==> src/rtl/lc3_mem_resp.sv <==
// lc3_mem_resp: LC-3 memory/IO responder.
// Serves MIO_EN/R_W requests from the core. Addresses below IO_BASE go to an
// external synchronous SRAM (MEM_LAT wait cycles); addresses from IO_BASE up
// hit the device-register page (KBSR/KBDR/DSR/DDR/MCR) in the accept cycle.
// Handshake: mio_en is a level held by the requester; it is sampled only in
// IDLE, and ready is a one-cycle pulse in RESP that ends the transaction.
// Optional feature: define LC3_KB_IRQ_EN to make KBSR[14] writable and add the
// registered kb_irq output.
module lc3_mem_resp #(
  parameter int          MEM_LAT = 2,
  parameter logic [15:0] USR_LO  = 16'h3000,
  parameter logic [15:0] IO_BASE = 16'hFE00
) (
  input  logic        clk,
  input  logic        rst_n,
  input  logic        mio_en,
  input  logic        r_w,
  input  logic [15:0] mar,
  input  logic [15:0] mdr_in,
  input  logic        psr_15,
  output logic [15:0] mem_rdata,
  output logic        ready,
  output logic        acv,
  output logic        sram_cs,
  output logic        sram_we,
  output logic [15:0] sram_addr,
  output logic [15:0] sram_wdata,
  input  logic [15:0] sram_rdata,
  input  logic        kb_valid,
  input  logic [7:0]  kb_data,
  output logic        kb_ready,
  output logic        dsp_valid,
  output logic [7:0]  dsp_data,
  input  logic        dsp_ready,
  output logic        halt,
`ifdef LC3_KB_IRQ_EN
  output logic        kb_irq,
`endif
  output logic [1:0]  dbg_state
);

  localparam logic [15:0] KBSR_A = 16'hFE00;
  localparam logic [15:0] KBDR_A = 16'hFE02;
  localparam logic [15:0] DSR_A  = 16'hFE04;
  localparam logic [15:0] DDR_A  = 16'hFE06;
  localparam logic [15:0] MCR_A  = 16'hFFFE;
  localparam logic [3:0]  LAT_M1 = 4'(MEM_LAT - 1);

  typedef enum logic [1:0] {IDLE = 2'd0, SRAM = 2'd1, WAIT = 2'd2, RESP = 2'd3} state_t;

  state_t      state_q, state_d;
  logic        rw_q, rw_d;
  logic [15:0] mar_q, mar_d;
  logic [15:0] wdata_q, wdata_d;
  logic [3:0]  cnt_q, cnt_d;
  logic [15:0] rdata_q, rdata_d;
  logic        kbsr15_q, kbsr15_d;
  logic [7:0]  kbdr_q, kbdr_d;
  logic        dsp_valid_q, dsp_valid_d;
  logic [7:0]  dsp_data_q, dsp_data_d;
  logic [15:0] mcr_q, mcr_d;
  logic        kb_ie;
  logic [15:0] reg_val;
  logic        kbdr_clr;
  logic        dsp_load;

`ifdef LC3_KB_IRQ_EN
  logic kbie_q, kbie_d;
  logic kb_irq_q, kb_irq_d;
  assign kb_ie  = kbie_q;
  assign kb_irq = kb_irq_q;
`else
  assign kb_ie = 1'b0;
`endif

  // Access violation is purely address/mode based and never blocks the access.
  assign acv = psr_15 & ((mar < USR_LO) | (mar >= IO_BASE));

  assign sram_addr  = mar_q;
  assign sram_wdata = wdata_q;
  assign kb_ready   = ~kbsr15_q;
  assign dsp_valid  = dsp_valid_q;
  assign dsp_data   = dsp_data_q;
  assign halt       = ~mcr_q[15];
  assign dbg_state  = state_q;

  // SRAM read data is forwarded straight through in the ready cycle; otherwise the held value.
  assign mem_rdata = (state_q == RESP && !rw_q && mar_q < IO_BASE) ? sram_rdata : rdata_q;

  // Device-register read mux, indexed by the live address in the accept cycle.
  always_comb begin
    reg_val = 16'h0000;
    case (mar)
      KBSR_A:  reg_val = {kbsr15_q, kb_ie, 14'h0};
      KBDR_A:  reg_val = {8'h00, kbdr_q};
      DSR_A:   reg_val = {~dsp_valid_q, 15'h0};
      MCR_A:   reg_val = mcr_q;
      default: reg_val = 16'h0000;
    endcase
  end

  // Next-state, bus outputs and device-register updates.
  always_comb begin
    state_d     = state_q;
    rw_d        = rw_q;
    mar_d       = mar_q;
    wdata_d     = wdata_q;
    cnt_d       = cnt_q;
    rdata_d     = rdata_q;
    kbsr15_d    = kbsr15_q;
    kbdr_d      = kbdr_q;
    dsp_valid_d = dsp_valid_q;
    dsp_data_d  = dsp_data_q;
    mcr_d       = mcr_q;
`ifdef LC3_KB_IRQ_EN
    kbie_d      = kbie_q;
`endif
    ready       = 1'b0;
    sram_cs     = 1'b0;
    sram_we     = 1'b0;
    kbdr_clr    = 1'b0;
    dsp_load    = 1'b0;

    unique case (state_q)
      IDLE: begin
        if (mio_en) begin
          rw_d    = r_w;
          mar_d   = mar;
          wdata_d = mdr_in;
          if (mar < IO_BASE) begin
            state_d = SRAM;
          end else begin
            state_d = RESP;
            if (!r_w) begin
              rdata_d = reg_val;
              if (mar == KBDR_A) kbdr_clr = 1'b1;
            end else begin
              if (mar == MCR_A) mcr_d = mdr_in;
              if (mar == DDR_A && !dsp_valid_q) dsp_load = 1'b1;
`ifdef LC3_KB_IRQ_EN
              if (mar == KBSR_A) kbie_d = mdr_in[14];
`endif
            end
          end
        end
      end
      SRAM: begin
        sram_cs = 1'b1;
        sram_we = rw_q;
        cnt_d   = LAT_M1;
        state_d = (LAT_M1 == 4'd0) ? RESP : WAIT;
      end
      WAIT: begin
        cnt_d = cnt_q - 4'd1;
        if (cnt_q == 4'd1) state_d = RESP;
      end
      RESP: begin
        ready = 1'b1;
        if (!rw_q && mar_q < IO_BASE) rdata_d = sram_rdata;
        state_d = IDLE;
      end
      default: state_d = IDLE;
    endcase

    // A KBDR read clear takes priority over an incoming character.
    if (kbdr_clr) begin
      kbsr15_d = 1'b0;
    end else if (kb_valid && !kbsr15_q) begin
      kbdr_d   = kb_data;
      kbsr15_d = 1'b1;
    end

    // Display: consume on handshake; a load only happens when nothing is pending.
    if (dsp_valid_q && dsp_ready) dsp_valid_d = 1'b0;
    if (dsp_load) begin
      dsp_valid_d = 1'b1;
      dsp_data_d  = mdr_in[7:0];
    end
  end

`ifdef LC3_KB_IRQ_EN
  assign kb_irq_d = kbsr15_d & kbie_d;
`endif

  // State and register flops; reset aborts any access in flight.
  always_ff @(posedge clk or negedge rst_n) begin
    if (!rst_n) begin
      state_q     <= IDLE;
      rw_q        <= 1'b0;
      mar_q       <= 16'h0000;
      wdata_q     <= 16'h0000;
      cnt_q       <= 4'd0;
      rdata_q     <= 16'h0000;
      kbsr15_q    <= 1'b0;
      kbdr_q      <= 8'h00;
      dsp_valid_q <= 1'b0;
      dsp_data_q  <= 8'h00;
      mcr_q       <= 16'h8000;
`ifdef LC3_KB_IRQ_EN
      kbie_q      <= 1'b0;
      kb_irq_q    <= 1'b0;
`endif
    end else begin
      state_q     <= state_d;
      rw_q        <= rw_d;
      mar_q       <= mar_d;
      wdata_q     <= wdata_d;
      cnt_q       <= cnt_d;
      rdata_q     <= rdata_d;
      kbsr15_q    <= kbsr15_d;
      kbdr_q      <= kbdr_d;
      dsp_valid_q <= dsp_valid_d;
      dsp_data_q  <= dsp_data_d;
      mcr_q       <= mcr_d;
`ifdef LC3_KB_IRQ_EN
      kbie_q      <= kbie_d;
      kb_irq_q    <= kb_irq_d;
`endif
    end
  end

endmodule

==> config.mk <==
export PLATFORM = sky130hd
export DESIGN_NAME = lc3_mem_resp
export DESIGN_NICKNAME = d
export VERILOG_FILES = /design/src/rtl/lc3_mem_resp.sv
export SDC_FILE = /design/constraint.sdc
export NUM_CORES = 1
export LEC_CHECK = 0
export CORE_MARGIN = 10
export CORE_UTILIZATION = 32
export DETAILED_ROUTE_END_ITERATION = 7
export PLACE_DENSITY = 0.62
export RECOVER_POWER = 100
export SLEW_MARGIN = 20
export SYNTH_ARGS = -nofsm -noshare
export SYNTH_HDL_FRONTEND = slang
export SYNTH_SLANG_ARGS = --single-unit
==> constraint.sdc <==
create_clock -name clk -period 2.55 [get_ports clk]
set_clock_uncertainty 0.15 [all_clocks]
set_input_delay 0.255 -clock clk [delete_from_list [all_inputs] [get_ports clk]]
set_output_delay 0.255 -clock clk [all_outputs]
set_load 0.005 [all_outputs]
* Word level (Yosys, flattened, before mapping)
Index checks and enable logic that the tools add are counted.
** Word-level totals
- Logic and storage cells :: 85
- Register bits after elaboration :: 89
- Output and inout bits :: 65
** Operators by class
- Order comparisons :: 4
- Eq/ne operators :: 14
- Reduce and logical (&&, ||, !) cells :: 19
- $add $sub $neg :: 1
- Bitwise gates (word level) :: 7
- Mux-type cells :: 29
** Operator list (number)
- $eq A16 B16 Y1 const B :: 5
- $mux W16 :: 5
- $pmux W16 S4 :: 1
- $lt A16 B16 Y1 const B :: 2
- $pmux W16 S2 :: 1
- $mux W1 :: 17
- $ge A16 B16 Y1 const B :: 1
- $lt A16 B14 Y1 const B :: 1
- $reduce_and A5 Y1 :: 2
- $ne A2 B2 Y1 const B :: 4
- $pmux W2 S4 :: 1
- $pmux W4 S2 :: 1
- $reduce_bool A2 Y1 :: 4
- $logic_and A1 B1 Y1 :: 6
- $mux W2 :: 3
- $reduce_and A2 Y1 :: 3
- $not A1 Y1 :: 5
- $eq A2 B2 Y1 const B :: 2
- $eq A4 B1 Y1 const B :: 1
- $sub A4 B1 Y4 const B :: 1
- $logic_not A1 Y1 :: 3
- $eq A2 B1 Y1 const B :: 1
- $logic_not A2 Y1 :: 1
- $ne A2 B1 Y1 const B :: 1
- 2 further kinds :: 2

* Logic depth before layout (Yosys ltp)
- Word-level depth :: 8
- Depth in mapped cells :: 9
- Depth with buffers taken out :: 6

* Least setup slack after synthesis
No wires, ideal clock.
- Kind :: flip-flop to flip-flop
- From :: register state_q[0] (netlist: dbg_state[0])
- To :: register rdata_q[14]
- Setup time :: 0.079 ns
- Stages on the path, launching flop included :: 10
- Data required time :: 2.321 ns
- Slack :: 0.328 ns
- Buffers on the path :: 4
- Data arrival time :: 1.993 ns
- Cells stage by stage :: dfrtp_1 > inv_1 > ha_1 > clkbuf_1 > nor2b_1 > clkbuf_1 > o21a_1 > buf_2 > buf_4 > mux2i_1
** On the way
- Word-level cells in the longest chain between the ends :: 3
** Ends and longest elaborated chain
- from (decl) :: line 51 : state_t state_q, state_d;
- from (signal assigned) :: line 204 : state_q <= state_d;
- $eq A2 B2 Y1 or $logic_not A2 Y1 (tied branches) :: line 124 : unique case (state_q)
- $ne A2 B1 Y1 (no source line), or another cell as far along
- $reduce_and A5 Y1 (no source line)
- to (signal assigned) :: line 209 : rdata_q <= rdata_d;
- to (decl) :: line 56 : logic [15:0] rdata_q, rdata_d;
Parallel ways exist; a longest one is shown, timed or not.
A chain may end at the register's enable or synchronous reset.

* Worst setup path in the final report
- From :: register state_q[1] (netlist: dbg_state[1])
- To :: output port mem_rdata[2]
** On the way
- Word-level cells in the longest chain between the ends :: 4
** Ends and longest elaborated chain
- $eq A2 B2 Y1 :: line 88 : assign mem_rdata = (state_q == RESP && !rw_q && mar_q < IO_BASE) ? sram_rdata : rdata_q;
- $logic_and A1 B1 Y1 (2 in a row) :: line 88
- $mux W16 :: line 88
- to (decl) :: line 21 : output logic [15:0] mem_rdata,
Every way passes these cells.

==> flow_summary.yaml <==
routing:
  drc: 0
  first_pass_iters: 4
  routedWlPerCell_um: 18.71
  ant_nets: 0
  routed_wl_um: 12290
  vias: 3182
  viasPerCell: 4.843
  drtIter0Drc: 196
cts:
  cts-root-buf: "clkbuf_16"
  cts_buffer_depth: 2
  cts_made_buffers: 9
  cts_tree: "yes"
  clkLatencyLatePin_ps: 350
  htreeDepth: 3
  cts.clk_slew.worst_paths_ps: 60
  clkSinkCount: 89
final_layout:
  seq_area_um2: 2228
  layout_commonest_cell: "dfrtp_1"
  nets: 549
  fin_area_um2: 6138
  fillers: 1171
  multi_input_area_um2: 1742
  diodes: 0
  drive_gt1_share_pct: 24.33
  syn2layout_area_growth_pct: 48.26
  layout_common_cells: "88 x dfrtp_1, 70 x clkdlybuf4s50_1, 65 x mux2_2"
  fin_util_pct: 48.44
worst_setup_path:
  worstPathArrival_ps: 2060
  critical_path_peak_fanout: 10
  path_class: "register to output port"
  cp_data_required_time_ps: 2140
  path_cells: "ha_2 > inv_2 > a211oi_4 > buf_4 > clkbuf_16 > nand2_1 > o21ai_0 > dlygate4sd2_1"
  crit_path_start_kind: "register"
  slowest_delay_ps: 380
  endpoint_kind: "output port"
  cp_slowest_cell: "dfrtp_1"
sta:
  whs_ps: 318.7
  worstMarginPinSlew_ps: 1255
  setup_violations: 0
  finalSetupTns_ps: 0
  max_clock_freq_mhz: 406.2
  grt_setup_unrepaired: "yes"
  timing.slew.headroom_pct: 16.32
  min_period_ps: 2462
  hold_viol: 0
  finalCritPeriodShare_pct: 96.55
  slew_violations: 0
logic_synthesis:
  synth-async-reset-ratio_pct: 100.0
  syn-num-nets: 405
  syn-cell-area_um2: 4140
  yosysWarnings: 0
  syn_inst: 336
  synth.distinct_cells: 40
  ys.flop_type: "dfrtp_1"
  synth-seq-cells: 89
  syn_area_per_cell_um2: 12.32
  ys_seq_area_share_pct: 53.82
  synth-edff-count: 0
place:
  portBuffers: 127
  dpl-instance-area_um2: 5709
  gp_congestion: 0.7827
  dp_hpwl_um: 8727
run_status:
  status: "finished clean"
pwr:
  leakage_nw: 2.831
  powerDensity_nw_per_um2: 949.4
  total_power_mw: 5.828
  ir_drop_v: 0.0004710
die:
  ios: 128
  die_w_um: 133.7
  std_cell_rows: 41
  initial_core_util_pct: 32.68
  dieArea_um2: 17890
  core_area_um2: 12670
  die_h_um: 133.7
grt:
  antenna_found_initial: 0
  grt-ovfl-total: 0
  first_global_vias: 3452
  grt_start_max_net_pins: 49
  grt_pass1_wl_um: 19100
  grt_usage_pct: 13.55
flow_run:
  max-cap-violations: 0
hold_path:
  holdCritPathClass: "input port to register"
-- state kept, by name, indices dropped and copies added, names as in the netlist, 2 cells and up --
register	flops
cnt_q	4
dbg_state	2
dsp_data	8
kbdr_q	8
mcr_q	16
rdata_q	16
sram_addr	16
sram_wdata	16
-- per-layer routing --
metal  global-route usage [%]  up-vias  routed length [um]
li1                         -     1511                   -
met1                    15.69     1573                5145
met2                    22.55       82                6161
met3                    4.737       16                 794
met4                    5.079        0                 192
met5                        0        -                   0
-- cell families (layout without fill, tap and decap cells) --
logic type / Yosys count / after routing / synth area share [%]
flip-flops: 89 / 89 / 53.82
multiplexers: 75 / 75 / 20.10
AO/OA/AOI/OAI: 65 / 65 / 11.27
AND/OR/NAND/NOR: 56 / 56 / 8.341
buffers and inverters: 45 / 194 / 4.654
adder cells (fa/ha/maj): 6 / 6 / 1.813
-- timing repair --
| item | 4_1_cts | 5_1_grt |
|---|---|---|
| gates cloned | 1 | 1 |
| endpoints found under the setup margin | 16 | 11 |
| hold buffers | 1 | 0 |
| setup buffers | 2 | 3 |
| gates resized for setup | 6 | 18 |
| pin swaps | 1 | 2 |
| endpoints found under the hold margin | 46 | 0 |
-- power breakdown --
group	switching (mW)	internal, mW	leakage, nW
combinational	1.08	1.41	1.55
clock	0.570	0.787	0.141
sequential	0.179	1.80	1.14
-- final timing paths --
path | startpoint | end | slack (ps) | cells past startpoint
min | dsp_ready | dsp_valid | 320 | 2
max in group asynchronous | rst_n | rdata_q[1] | 370 | 3
min reg2reg | sram_wdata[12] | sram_wdata[12] | 350 | 1
max | dbg_state[1] | mem_rdata[2] | 90 | 8
min in group asynchronous | rst_n | sram_addr[5] | 560 | 2
max reg2reg | dbg_state[1] | dsp_data[3] | 200 | 8
-- per-stage QoR --
step           cells  setup WS, ps
4_1_cts          653        -75.91
3_5_place_dp     633        -231.3
2_1_floorplan    336         328.1
3_3_place_gp     633        -129.6
6_report         657         87.87
5_1_grt          657        -35.78
-- synth_stat cells (3+ instances only) --
library cell   n  area share [%]
nand2_1       24             2.2
mux2_2        65              18
a31oi_1        7             1.1
nand3_1        3            0.36
a221oi_1       9             1.9
nor2_1         4            0.36
and2_1         8             1.2
dfrtp_1       88              53
inv_1         27             2.4
mux2i_1       10             2.4
o22ai_1       10             1.5
o221ai_1       9             1.9
o21ai_0       20             2.4
ha_1           6             1.8
clkbuf_1      12             1.1
-- worst max-delay path, delay by kind of cell (launching register included) --
kind	cells	cell delay (ps)
fa+ha+maj	1	200
compound gates	2	410
buf+inv	4	680
simple gates	1	50
flops	1	380
-- layout make-up --
| type | instances | area share (%) |
|---|---|---|
| sequential | 89 | 36.30 |
| clock inverter | 6 | 1.080 |
| tap | 172 | 3.506 |
| multi-input combinational | 202 | 28.37 |
| inverter | 28 | 1.712 |
| clock buffer | 10 | 3.893 |
| timing repair buffer | 150 | 25.13 |
(Power assumes the default switching activity.)
